--- config.mk ---
export PLATFORM = sky130hd
export DESIGN_NAME = lcd_text_driver_flat
export DESIGN_NICKNAME = d
export VERILOG_FILES = /design/src/rtl/lcd_pkg.sv /design/src/rtl/lcd_text_driver_if.sv /design/src/rtl/lcd_msg_rom.sv /design/src/rtl/lcd_text_driver.sv /design/src/flat_wrapper.sv
export SDC_FILE = /design/constraint.sdc
export NUM_CORES = 1
export LEC_CHECK = 0
export CAP_MARGIN = 5
export CORE_ASPECT_RATIO = 1.2
export CORE_MARGIN = 2
export CORE_UTILIZATION = 54
export CTS_CLUSTER_SIZE = 16
export DETAILED_ROUTE_END_ITERATION = 8
export PLACE_DENSITY = 0.83
export SYNTH_ARGS = -nofsm -noshare
export SYNTH_HDL_FRONTEND = slang
export SYNTH_HIERARCHICAL = 1
export SYNTH_SLANG_ARGS = --single-unit
--- constraint.sdc ---
create_clock -name clk -period 2.26 [get_ports clk]
set_input_delay 0.565 -clock clk [delete_from_list [all_inputs] [get_ports clk]]
set_output_delay 0.565 -clock clk [all_outputs]
set_load 0.01 [all_outputs]
--- src/rtl/lcd_pkg.sv ---
// rtl/lcd_pkg.sv - HD44780 command constants and FSM encodings for the LCD text driver
package lcd_pkg;

    localparam logic [7:0] FUNC_SET = 8'h38;
    localparam logic [7:0] DISP_ON  = 8'h0C;
    localparam logic [7:0] ENTRY    = 8'h06;
    localparam logic [7:0] CLEAR    = 8'h01;
    localparam logic [7:0] LINE1    = 8'h80;

    typedef enum logic [1:0] {PWR, INIT, IDLE, REFRESH} top_state_t;
    typedef enum logic [1:0] {SETUP, PULSE, HOLD, WAIT} wr_phase_t;

    function automatic logic [7:0] init_cmd(input logic [1:0] step);
        case (step)
            2'd0:    init_cmd = FUNC_SET;
            2'd1:    init_cmd = DISP_ON;
            2'd2:    init_cmd = ENTRY;
            default: init_cmd = CLEAR;
        endcase
    endfunction

endpackage

--- src/rtl/lcd_text_driver_if.sv ---
// rtl/lcd_text_driver_if.sv - display code input and LCD pin bundle
interface lcd_text_driver_if;
    logic [3:0] code;
    logic       lcd_e;
    logic       lcd_rs;
    logic       lcd_rw;
    logic [7:0] lcd_data;
    logic       busy;

    modport master (input code, output lcd_e, lcd_rs, lcd_rw, lcd_data, busy);
    modport slave  (output code, input lcd_e, lcd_rs, lcd_rw, lcd_data, busy);
endinterface

--- src/rtl/lcd_msg_rom.sv ---
// rtl/lcd_msg_rom.sv - line 1 text "TRAFFIC STATE n " with digit substitution at idx 14
module lcd_msg_rom (
    input  logic [3:0] i_idx,
    input  logic [3:0] i_code,
    output logic [7:0] o_char
);
    logic w_code_ok;
    assign w_code_ok = (i_code >= 4'd1) && (i_code <= 4'd8);

    always_comb begin
        o_char = 8'h20;
        case (i_idx)
            4'd0:  o_char = 8'h54;
            4'd1:  o_char = 8'h52;
            4'd2:  o_char = 8'h41;
            4'd3:  o_char = 8'h46;
            4'd4:  o_char = 8'h46;
            4'd5:  o_char = 8'h49;
            4'd6:  o_char = 8'h43;
            4'd7:  o_char = 8'h20;
            4'd8:  o_char = 8'h53;
            4'd9:  o_char = 8'h54;
            4'd10: o_char = 8'h41;
            4'd11: o_char = 8'h54;
            4'd12: o_char = 8'h45;
            4'd13: o_char = 8'h20;
            4'd14: o_char = w_code_ok ? {4'h3, i_code} : 8'h2D;
            default: o_char = 8'h20;
        endcase
    end
endmodule

--- src/rtl/lcd_text_driver.sv ---
// rtl/lcd_text_driver.sv - HD44780 8-bit write-only driver: power-up init, then line 1 refresh on code change
module lcd_text_driver
    import lcd_pkg::*;
#(
    parameter int E_PULSE  = 4,
    parameter int CMD_WAIT = 2000,
    parameter int CLR_WAIT = 80000,
    parameter int PWR_WAIT = 750000
) (
    input  logic               clk,
    input  logic               rst,
    lcd_text_driver_if.master  bus
);
    localparam int MAX_A = (PWR_WAIT > CLR_WAIT) ? PWR_WAIT : CLR_WAIT;
    localparam int MAX_B = (CMD_WAIT > E_PULSE) ? CMD_WAIT : E_PULSE;
    localparam int MAXW  = (MAX_A > MAX_B) ? MAX_A : MAX_B;
    localparam int CW    = $clog2(MAXW + 1);

    localparam logic [CW-1:0] PWR_LAST = CW'(PWR_WAIT - 1);
    localparam logic [CW-1:0] CLR_LAST = CW'(CLR_WAIT - 1);
    localparam logic [CW-1:0] CMD_LAST = CW'(CMD_WAIT - 1);
    localparam logic [CW-1:0] E_LAST   = CW'(E_PULSE - 1);

    top_state_t      r_state, n_state;
    wr_phase_t       r_phase, n_phase;
    logic [CW-1:0]   r_cnt, n_cnt;
    logic [3:0]      r_idx, n_idx;
    logic            r_first, n_first;
    logic [3:0]      r_shown, n_shown;
    logic [7:0]      r_data, n_data;
    logic            r_rs, n_rs;

    logic [3:0]      w_rom_idx;
    logic [7:0]      w_char;
    logic [CW-1:0]   w_wait_last;
    logic            w_done;

    // ROM is addressed with the index of the character about to be loaded
    assign w_rom_idx   = r_first ? 4'd0 : r_idx + 4'd1;
    assign w_wait_last = (!r_rs && r_data == CLEAR) ? CLR_LAST : CMD_LAST;

    lcd_msg_rom u_rom (
        .i_idx  (w_rom_idx),
        .i_code (r_shown),
        .o_char (w_char)
    );

    always_ff @(posedge clk or negedge rst) begin
        if (!rst) begin
            r_state <= PWR;
            r_phase <= SETUP;
            r_cnt   <= '0;
            r_idx   <= 4'd0;
            r_first <= 1'b0;
            r_shown <= 4'd0;
            r_data  <= 8'h00;
            r_rs    <= 1'b0;
        end else begin
            r_state <= n_state;
            r_phase <= n_phase;
            r_cnt   <= n_cnt;
            r_idx   <= n_idx;
            r_first <= n_first;
            r_shown <= n_shown;
            r_data  <= n_data;
            r_rs    <= n_rs;
        end
    end

    always_comb begin
        n_state = r_state;
        n_phase = r_phase;
        n_cnt   = r_cnt;
        n_idx   = r_idx;
        n_first = r_first;
        n_shown = r_shown;
        n_data  = r_data;
        n_rs    = r_rs;
        w_done  = 1'b0;

        case (r_state)
            PWR: begin
                if (r_cnt == PWR_LAST) begin
                    n_state = INIT;
                    n_phase = SETUP;
                    n_cnt   = '0;
                    n_idx   = 4'd0;
                    n_data  = FUNC_SET;
                    n_rs    = 1'b0;
                end else begin
                    n_cnt = r_cnt + 1'b1;
                end
            end
            IDLE: begin
                if (bus.code != r_shown) begin
                    n_state = REFRESH;
                    n_phase = SETUP;
                    n_cnt   = '0;
                    n_first = 1'b1;
                    n_shown = bus.code;
                    n_data  = LINE1;
                    n_rs    = 1'b0;
                end
            end
            default: begin
                case (r_phase)
                    SETUP: begin
                        n_phase = PULSE;
                        n_cnt   = '0;
                    end
                    PULSE: begin
                        if (r_cnt == E_LAST) begin
                            n_phase = HOLD;
                            n_cnt   = '0;
                        end else begin
                            n_cnt = r_cnt + 1'b1;
                        end
                    end
                    HOLD: begin
                        n_phase = WAIT;
                        n_cnt   = '0;
                    end
                    default: begin
                        if (r_cnt == w_wait_last) w_done = 1'b1;
                        else                      n_cnt  = r_cnt + 1'b1;
                    end
                endcase

                if (w_done) begin
                    n_phase = SETUP;
                    n_cnt   = '0;
                    if (r_state == INIT) begin
                        if (r_idx == 4'd3) begin
                            // first refresh after init is unconditional
                            n_state = REFRESH;
                            n_first = 1'b1;
                            n_shown = bus.code;
                            n_data  = LINE1;
                            n_rs    = 1'b0;
                        end else begin
                            n_idx  = r_idx + 4'd1;
                            n_data = init_cmd(r_idx[1:0] + 2'd1);
                            n_rs   = 1'b0;
                        end
                    end else if (r_first) begin
                        n_first = 1'b0;
                        n_idx   = 4'd0;
                        n_data  = w_char;
                        n_rs    = 1'b1;
                    end else if (r_idx == 4'd15) begin
                        n_state = IDLE;
                    end else begin
                        n_idx  = r_idx + 4'd1;
                        n_data = w_char;
                        n_rs   = 1'b1;
                    end
                end
            end
        endcase
    end

    assign bus.lcd_e    = (r_state == INIT || r_state == REFRESH) && (r_phase == PULSE);
    assign bus.lcd_rs   = r_rs;
    assign bus.lcd_rw   = 1'b0;
    assign bus.lcd_data = r_data;
    assign bus.busy     = (r_state != IDLE);

endmodule

--- src/flat_wrapper.sv ---
// flat-port wrapper written by rule: the top's interface ports become plain ports
module lcd_text_driver_flat import lcd_pkg::*;
#(
    parameter int E_PULSE  = 4,
    parameter int CMD_WAIT = 2000,
    parameter int CLR_WAIT = 80000,
    parameter int PWR_WAIT = 750000
)
  (clk, rst, bus_code, bus_lcd_e, bus_lcd_rs, bus_lcd_rw, bus_lcd_data, bus_busy);
  lcd_text_driver_if bus_i ();
  input  logic clk;
  input  logic rst;
  input wire logic [$bits(bus_i.code)-1:0] bus_code;
  output wire logic [$bits(bus_i.lcd_e)-1:0] bus_lcd_e;
  output wire logic [$bits(bus_i.lcd_rs)-1:0] bus_lcd_rs;
  output wire logic [$bits(bus_i.lcd_rw)-1:0] bus_lcd_rw;
  output wire logic [$bits(bus_i.lcd_data)-1:0] bus_lcd_data;
  output wire logic [$bits(bus_i.busy)-1:0] bus_busy;
  assign bus_i.code = bus_code;
  assign bus_lcd_e = bus_i.lcd_e;
  assign bus_lcd_rs = bus_i.lcd_rs;
  assign bus_lcd_rw = bus_i.lcd_rw;
  assign bus_lcd_data = bus_i.lcd_data;
  assign bus_busy = bus_i.busy;
  lcd_text_driver #(.E_PULSE(E_PULSE), .CMD_WAIT(CMD_WAIT), .CLR_WAIT(CLR_WAIT), .PWR_WAIT(PWR_WAIT)) u_core (.clk(clk), .rst(rst), .bus(bus_i));
endmodule
Yosys cells after proc, flatten, opt, wreduce, memory -nomap -nowiden
Index checks and enable logic that the tools add are counted.
{"block": "totals", "output_inout_bits": 12, "word_cells": 142, "in_bits": 6, "regBits": 42}
{"block": "op_classes", "reduce_logical": 29, "n_eq_ne": 37, "order_cmp": 2, "bitwise": 2, "n_addsub": 3, "muxes": 61}
{"operator": "20-bit 2-to-1 mux", "n": 5}
{"operator": "20-bit case mux with 2 select lines", "n": 2}
{"operator": "7-bit case mux with 9 select lines", "n": 1}
{"operator": "8-bit 2-to-1 mux", "n": 7}
{"operator": "4-bit 2-to-1 mux", "n": 11}
{"operator": "4-bit equality test (second input constant)", "n": 7}
{"operator": "2-bit 2-to-1 mux", "n": 11}
{"operator": "20-bit by 1-bit adder with 20-bit output (second input constant)", "n": 1}
{"operator": "20-bit by 2-bit equality test with 1-bit output (second input constant)", "n": 1}
{"operator": "20-bit equality test", "n": 1}
{"operator": "20-bit equality test (second input constant)", "n": 1}
{"operator": "6-bit case mux with 3 select lines", "n": 1}
{"operator": "17-bit 2-to-1 mux", "n": 1}
{"operator": "4-bit case mux with 2 select lines", "n": 2}
{"operator": "8-bit case mux with 2 select lines", "n": 1}
{"operator": "1-bit 2-to-1 mux", "n": 13}
{"operator": "4-bit by 2-bit equality test with 1-bit output (second input constant)", "n": 3}
{"operator": "4-bit by 3-bit equality test with 1-bit output (second input constant)", "n": 3}
{"operator": "4-bit AND reduction", "n": 3}
{"operator": "5-bit AND reduction", "n": 2}
{"operator": "2-bit equality test (second input constant)", "n": 4}
{"operator": "8-bit by 1-bit equality test with 1-bit output (second input constant)", "n": 1}
{"operator": "4-bit != test (second input constant)", "n": 2}
{"operator": "2-bit case mux with 2 select lines", "n": 2}
{"operator": "other kinds (31)", "n": 48}

Depth between registers and ports, before layout
{"block": "logic_depth", "depth_word": 10, "mapped_depth": 11, "mapped_depth_nobuf": 9}

Cells and area by module
The synthesis kept the hierarchy.
{"mod": "lcd_text_driver", "area_per_inst_um2": 2817.7, "cells_per_inst": 298, "instances": 1, "seq_area_each_um2": 1051.0}
{"mod": "lcd_msg_rom", "area_per_inst_um2": 220.2, "cells_per_inst": 36, "instances": 1, "seq_area_each_um2": 0.0}

Worst setup path before layout
Ideal clock, no wire load.
{"block": "synth_timing", "kind": "flip-flop to flip-flop", "from": "register u_core.r_state[0]", "to": "register u_core.r_cnt[3]", "t_required_ns": 2.119, "path_stages_with_launch": 12, "setup_ns": 0.141, "arrival_ns": 2.197, "period_less_slack_ns": 2.338, "path_slack_ns": -0.078, "n_path_buf": 3, "cell_sequence": "dfrtp_1 -> buf_2 -> inv_1 -> ha_1 -> or2_2 -> clkbuf_1 -> nor3_1 -> nand3_1 -> o21ai_0 -> buf_4 -> a21o_1 -> o32ai_1"}
{"block": "synth_via", "elab_chain_cells": 3, "word_cells_on_any_way": 6, "classes_between": "eq/ne: 3; mux: 1; reduce/logical: 2"}
{"element": "from (decl)", "line": "lcd_text_driver.sv:24", "source": "top_state_t r_state, n_state;"}
{"element": "from (signal assigned)", "line": "lcd_text_driver.sv:59", "source": "r_state <= n_state;"}
{"element": "2-bit equality test / 2-bit logical NOT (equally long branches)", "line": "lcd_text_driver.sv:81", "source": "case (r_state)"}
{"element": "6-bit != test (no line) / 2-bit by 1-bit != test with 1-bit output (equally long branches)"}
{"element": "2-bit AND reduction (no line)"}
{"element": "to (signal assigned)", "line": "lcd_text_driver.sv:61", "source": "r_cnt <= n_cnt;"}
{"element": "to (decl)", "line": "lcd_text_driver.sv:26", "source": "logic [CW-1:0] r_cnt, n_cnt;"}
Parallel ways exist; a longest one is shown, timed or not.
A chain may end at the register's enable or synchronous reset.

Worst setup path after layout
{"block": "layout_timing", "from": "register u_core.r_cnt[18]", "to": "register u_core.r_state[1]"}
{"block": "layout_via", "elab_chain_cells": 6, "word_cells_on_any_way": 8, "classes_between": "eq/ne: 3; mux: 3; reduce/logical: 2"}
{"element": "20-bit equality test", "line": "lcd_text_driver.sv:124", "source": "if (r_cnt == w_wait_last) w_done = 1'b1;"}
{"element": "1-bit 2-to-1 mux", "line": "lcd_text_driver.sv:124"}
{"element": "1-bit 2-to-1 mux", "line": "lcd_text_driver.sv:106", "source": "case (r_phase)"}
{"element": "1-bit 2-to-1 mux", "line": "lcd_text_driver.sv:81"}
{"element": "3-bit nonzero test (no line)"}
{"element": "6-bit AND reduction (no line) *"}
Mark *: on every way between the ends. The rest lies on a longest branch, timed or not. The select of a mux whose other input is x is not followed.

==> results.json <==
{
  "crit_path_start_kind": "flip-flop",
  "crit_top_cell": "buf_6",
  "seqCellArea_um2": 1050,
  "r2r-end": "u_core/r_state[1]$_DFFE_PN0P_",
  "synth_async_sr_flop_share_pct": 100,
  "hold_viol_final": 0,
  "drive_above_1_share_pct": 33.3,
  "netlist_instances": 334,
  "max_slew_margin_pct": 64.2,
  "grt_max_degree": 24,
  "max_stage_delay_ns": 0.55,
  "path_buf_inv": 2,
  "hold_path.class": "in -> async",
  "crit_family": "simple AND/OR/NAND/NOR gates",
  "ys_seq_elements": 42,
  "power_mw": 1.30,
  "max_cap_viol_count": 0,
  "dp_worst_setup_slack_ns": -0.309,
  "io_pins": 18,
  "yosysTopAreaCellShare_pct": 34.6,
  "violations": "negative setup slack",
  "syn-num-nets": 355,
  "crit_fanout": 4,
  "slew_viol_final": 0,
  "die-area_um2": 6240,
  "crit_required_ns": 2.47,
  "critical_path.cell_chain": "or4_4 > buf_6 > nor4_4 > nand2_2 > o21ai_4 > buf_6 > and3_4 > mux2i_1",
  "synth_top_area_cell": "dfrtp_1",
  "cts-root-buf": "clkbuf_8",
  "die_w_um": 72.5,
  "worstMarginPinSlew_ns": 0.536,
  "reg2reg_slack_ns": -0.11,
  "grt_pass1_wl_mm": 14.2,
  "yosysSeqAreaShare_pct": 34.6,
  "irDropWorstVdd_v": 0.000296,
  "dr.pass1.iters": 7,
  "drcViolationCount": 0,
  "hpwl_mm": 6.02,
  "rsz0062_at_grt": "true",
  "powerDensity_nw_per_um2": 320,
  "diodes": 0,
  "ys.flop_type": "dfrtp_1",
  "cp-end-kind": "flip-flop",
  "fmax_mhz": 422,
  "setup_violations": 18,
  "routed_wl_mm": 8.95,
  "skew_ns": 0.00737,
  "cts_buffers": 5,
  "fillers": 388,
  "cts_tree": "done",
  "start_util_pct": 56.6,
  "globalRoute.totalOverflow": 0,
  "core_area_um2": 5370,
  "cp.depth": 8,
  "postPlaceCellArea_um2": 3600,
  "rows": 29,
  "final_area_um2": 4060,
  "drtIter0Drc": 228,
  "post_drt_wl_per_cell_um": 19.4,
  "status": "finished, violations left",
  "yosysMostFrequentCell": "dfrtp_1",
  "clock_latency_ns": 0.30,
  "final_antenna_net_count": 0,
  "multiInputGateArea_um2": 2130,
  "synth_commonest_cells": "dfrtp_1 (42), nor2_1 (25), nand2_1 (23)",
  "globalplace.congestion": 0.936,
  "finalCritPeriodShare_pct": 105,
  "p_leak_nw": 1.71,
  "layout.nets": 419,
  "min_period_ns": 2.37,
  "grtUsageTotal_pct": 29.0,
  "clock_sinks": 42,
  "grt_pass1_vias": 3024,
  "synth.avg_cell_area_um2": 9.10,
  "arrival_ns": 2.58,
  "yosysUniqueCellTypes": 66,
  "synth-warning-count": 6,
  "final.setup.worst_slack_ns": -0.109,
  "ctsLongestPathBuffers": 2,
  "tns_ns": -0.877,
  "synthTopCellsByArea": "dfrtp_1 (35%), ha_1 (6.2%), mux2_2 (5.6%)",
  "vias_per_cell": 6.59,
  "vias": 3038,
  "io_buffers": 16,
  "antenna_found_initial": 0,
  "whs_ns": 0.224,
  "syn2layout_area_growth_pct": 33.6,
  "clkTransAtPathRegs_ns": 0.08,
  "synth_area_um2": 3040,
  "die_h_um": 86.2,
  "synth_edf_count": 0,
  "cts_hold_buf": 0,
  "htreeDepth": 2,
  "slowest_stage": "or4_4",
  "path_class": "reg -> reg",
  "ff2ff_path_depth": 8,
  "timing.rr.start": "u_core/r_cnt[18]$_DFFE_PN0P_"
}
## how the worst max path moves through the flow
stage / from / endpoint / slack [ns]
after detailed placement: bus_code[0] / u_core/r_shown[2]$_DFFE_PN0P_ / -0.31
after CTS: u_core/r_cnt[18]$_DFFE_PN0P_ / u_core/r_cnt[17]$_DFFE_PN0P_ / -0.08
after floorplan: u_core/r_cnt[15]$_DFFE_PN0P_ / u_core/r_idx[2]$_DFFE_PN0P_ / -0.005
after global placement: bus_code[1] / u_core/r_shown[0]$_DFFE_PN0P_ / -0.22
final: u_core/r_cnt[18]$_DFFE_PN0P_ / u_core/r_state[1]$_DFFE_PN0P_ / -0.11
after global routing: bus_code[1] / u_core/r_cnt[18]$_DFFE_PN0P_ / -0.19
## cell type report
type | instances | share of cell area, %
clock buffers | 7 | 2.13
clock inverters | 1 | 0.123
inverters | 21 | 1.94
multi-input cells | 257 | 52.6
flip-flops and latches | 42 | 25.9
well taps | 62 | 1.91
repair buffers | 71 | 15.4
## cell usage in the layout, fill, tap and decap left out, drive strengths merged, types with 5 or more instances in the layout
| master | synthesis | routed |
|---|---|---|
| a21oi | 7 | 7 |
| dfrtp | 42 | 42 |
| and3 | 9 | 9 |
| mux2 | 15 | 15 |
| o21ai | 22 | 22 |
| ha | 15 | 15 |
| mux2i | 6 | 6 |
| nor3 | 9 | 9 |
| inv | 21 | 21 |
| o31ai | 11 | 11 |
| clkdlybuf4s50 | 0 | 13 |
| nand2 | 24 | 24 |
| nor3b | 5 | 5 |
| nand3 | 16 | 17 |
| nor4 | 9 | 9 |
| clkbuf | 6 | 7 |
| or4 | 5 | 5 |
| nand4 | 6 | 6 |
| nor2 | 27 | 27 |
| o311ai | 8 | 8 |
| buf | 9 | 56 |
## state kept, by name, indices dropped and copies added (netlist names)
signal               cells
u_core/r_idx             4
u_core/r_phase           2
u_core/r_state           2
u_core/r_cnt            20
u_core/bus.lcd_data      8
u_core/r_first           1
u_core/bus.lcd_rs        1
u_core/r_shown           4
## where the power goes
| part | internal [mW] | switching [mW] | leakage [nW] |
|---|---|---|---|
| clock | 0.247 | 0.262 | 0.0482 |
| combinational | 0.0149 | 0.0245 | 1.13 |
| sequential | 0.751 | 0 | 0.529 |
## kinds of logic (layout without fill, tap and decap cells)
logic type,Yosys count,after routing,synth area share (%)
compound gates,83,83,19.9
xor+xnor,6,6,1.73
fa+ha+maj,15,15,6.18
buf+inv,36,100,5.27
flops,42,42,34.6
mux,21,21,7.54
other cells,2,2,0.247
simple gates,129,130,24.5
## stage by stage
step / utilization [%] / cells
2_1_floorplan: - / 334
3_3_place_gp: 67.0 / 446
3_5_place_dp: 67.0 / 446
4_1_cts: 72.9 / 456
5_1_grt: 75.6 / 461
6_report: 75.6 / 461
## repair_timing
action                                  in CTS  in global routing
cloned                                       0                  1
endpoints found under the setup margin      37                 42
buffers inserted                             2                  4
gates resized for setup                     38                 22
pin swaps                                   20                  5
## layer usage
layer	share of wire, %	wire length [um]	track usage (%)
met5	0	0	0
met3	4.4	395	4.58
met4	3.6	325	14.3
met2	54	4830	52.5
met1	38	3400	32.6
Power figures use the tool's default switching activity.
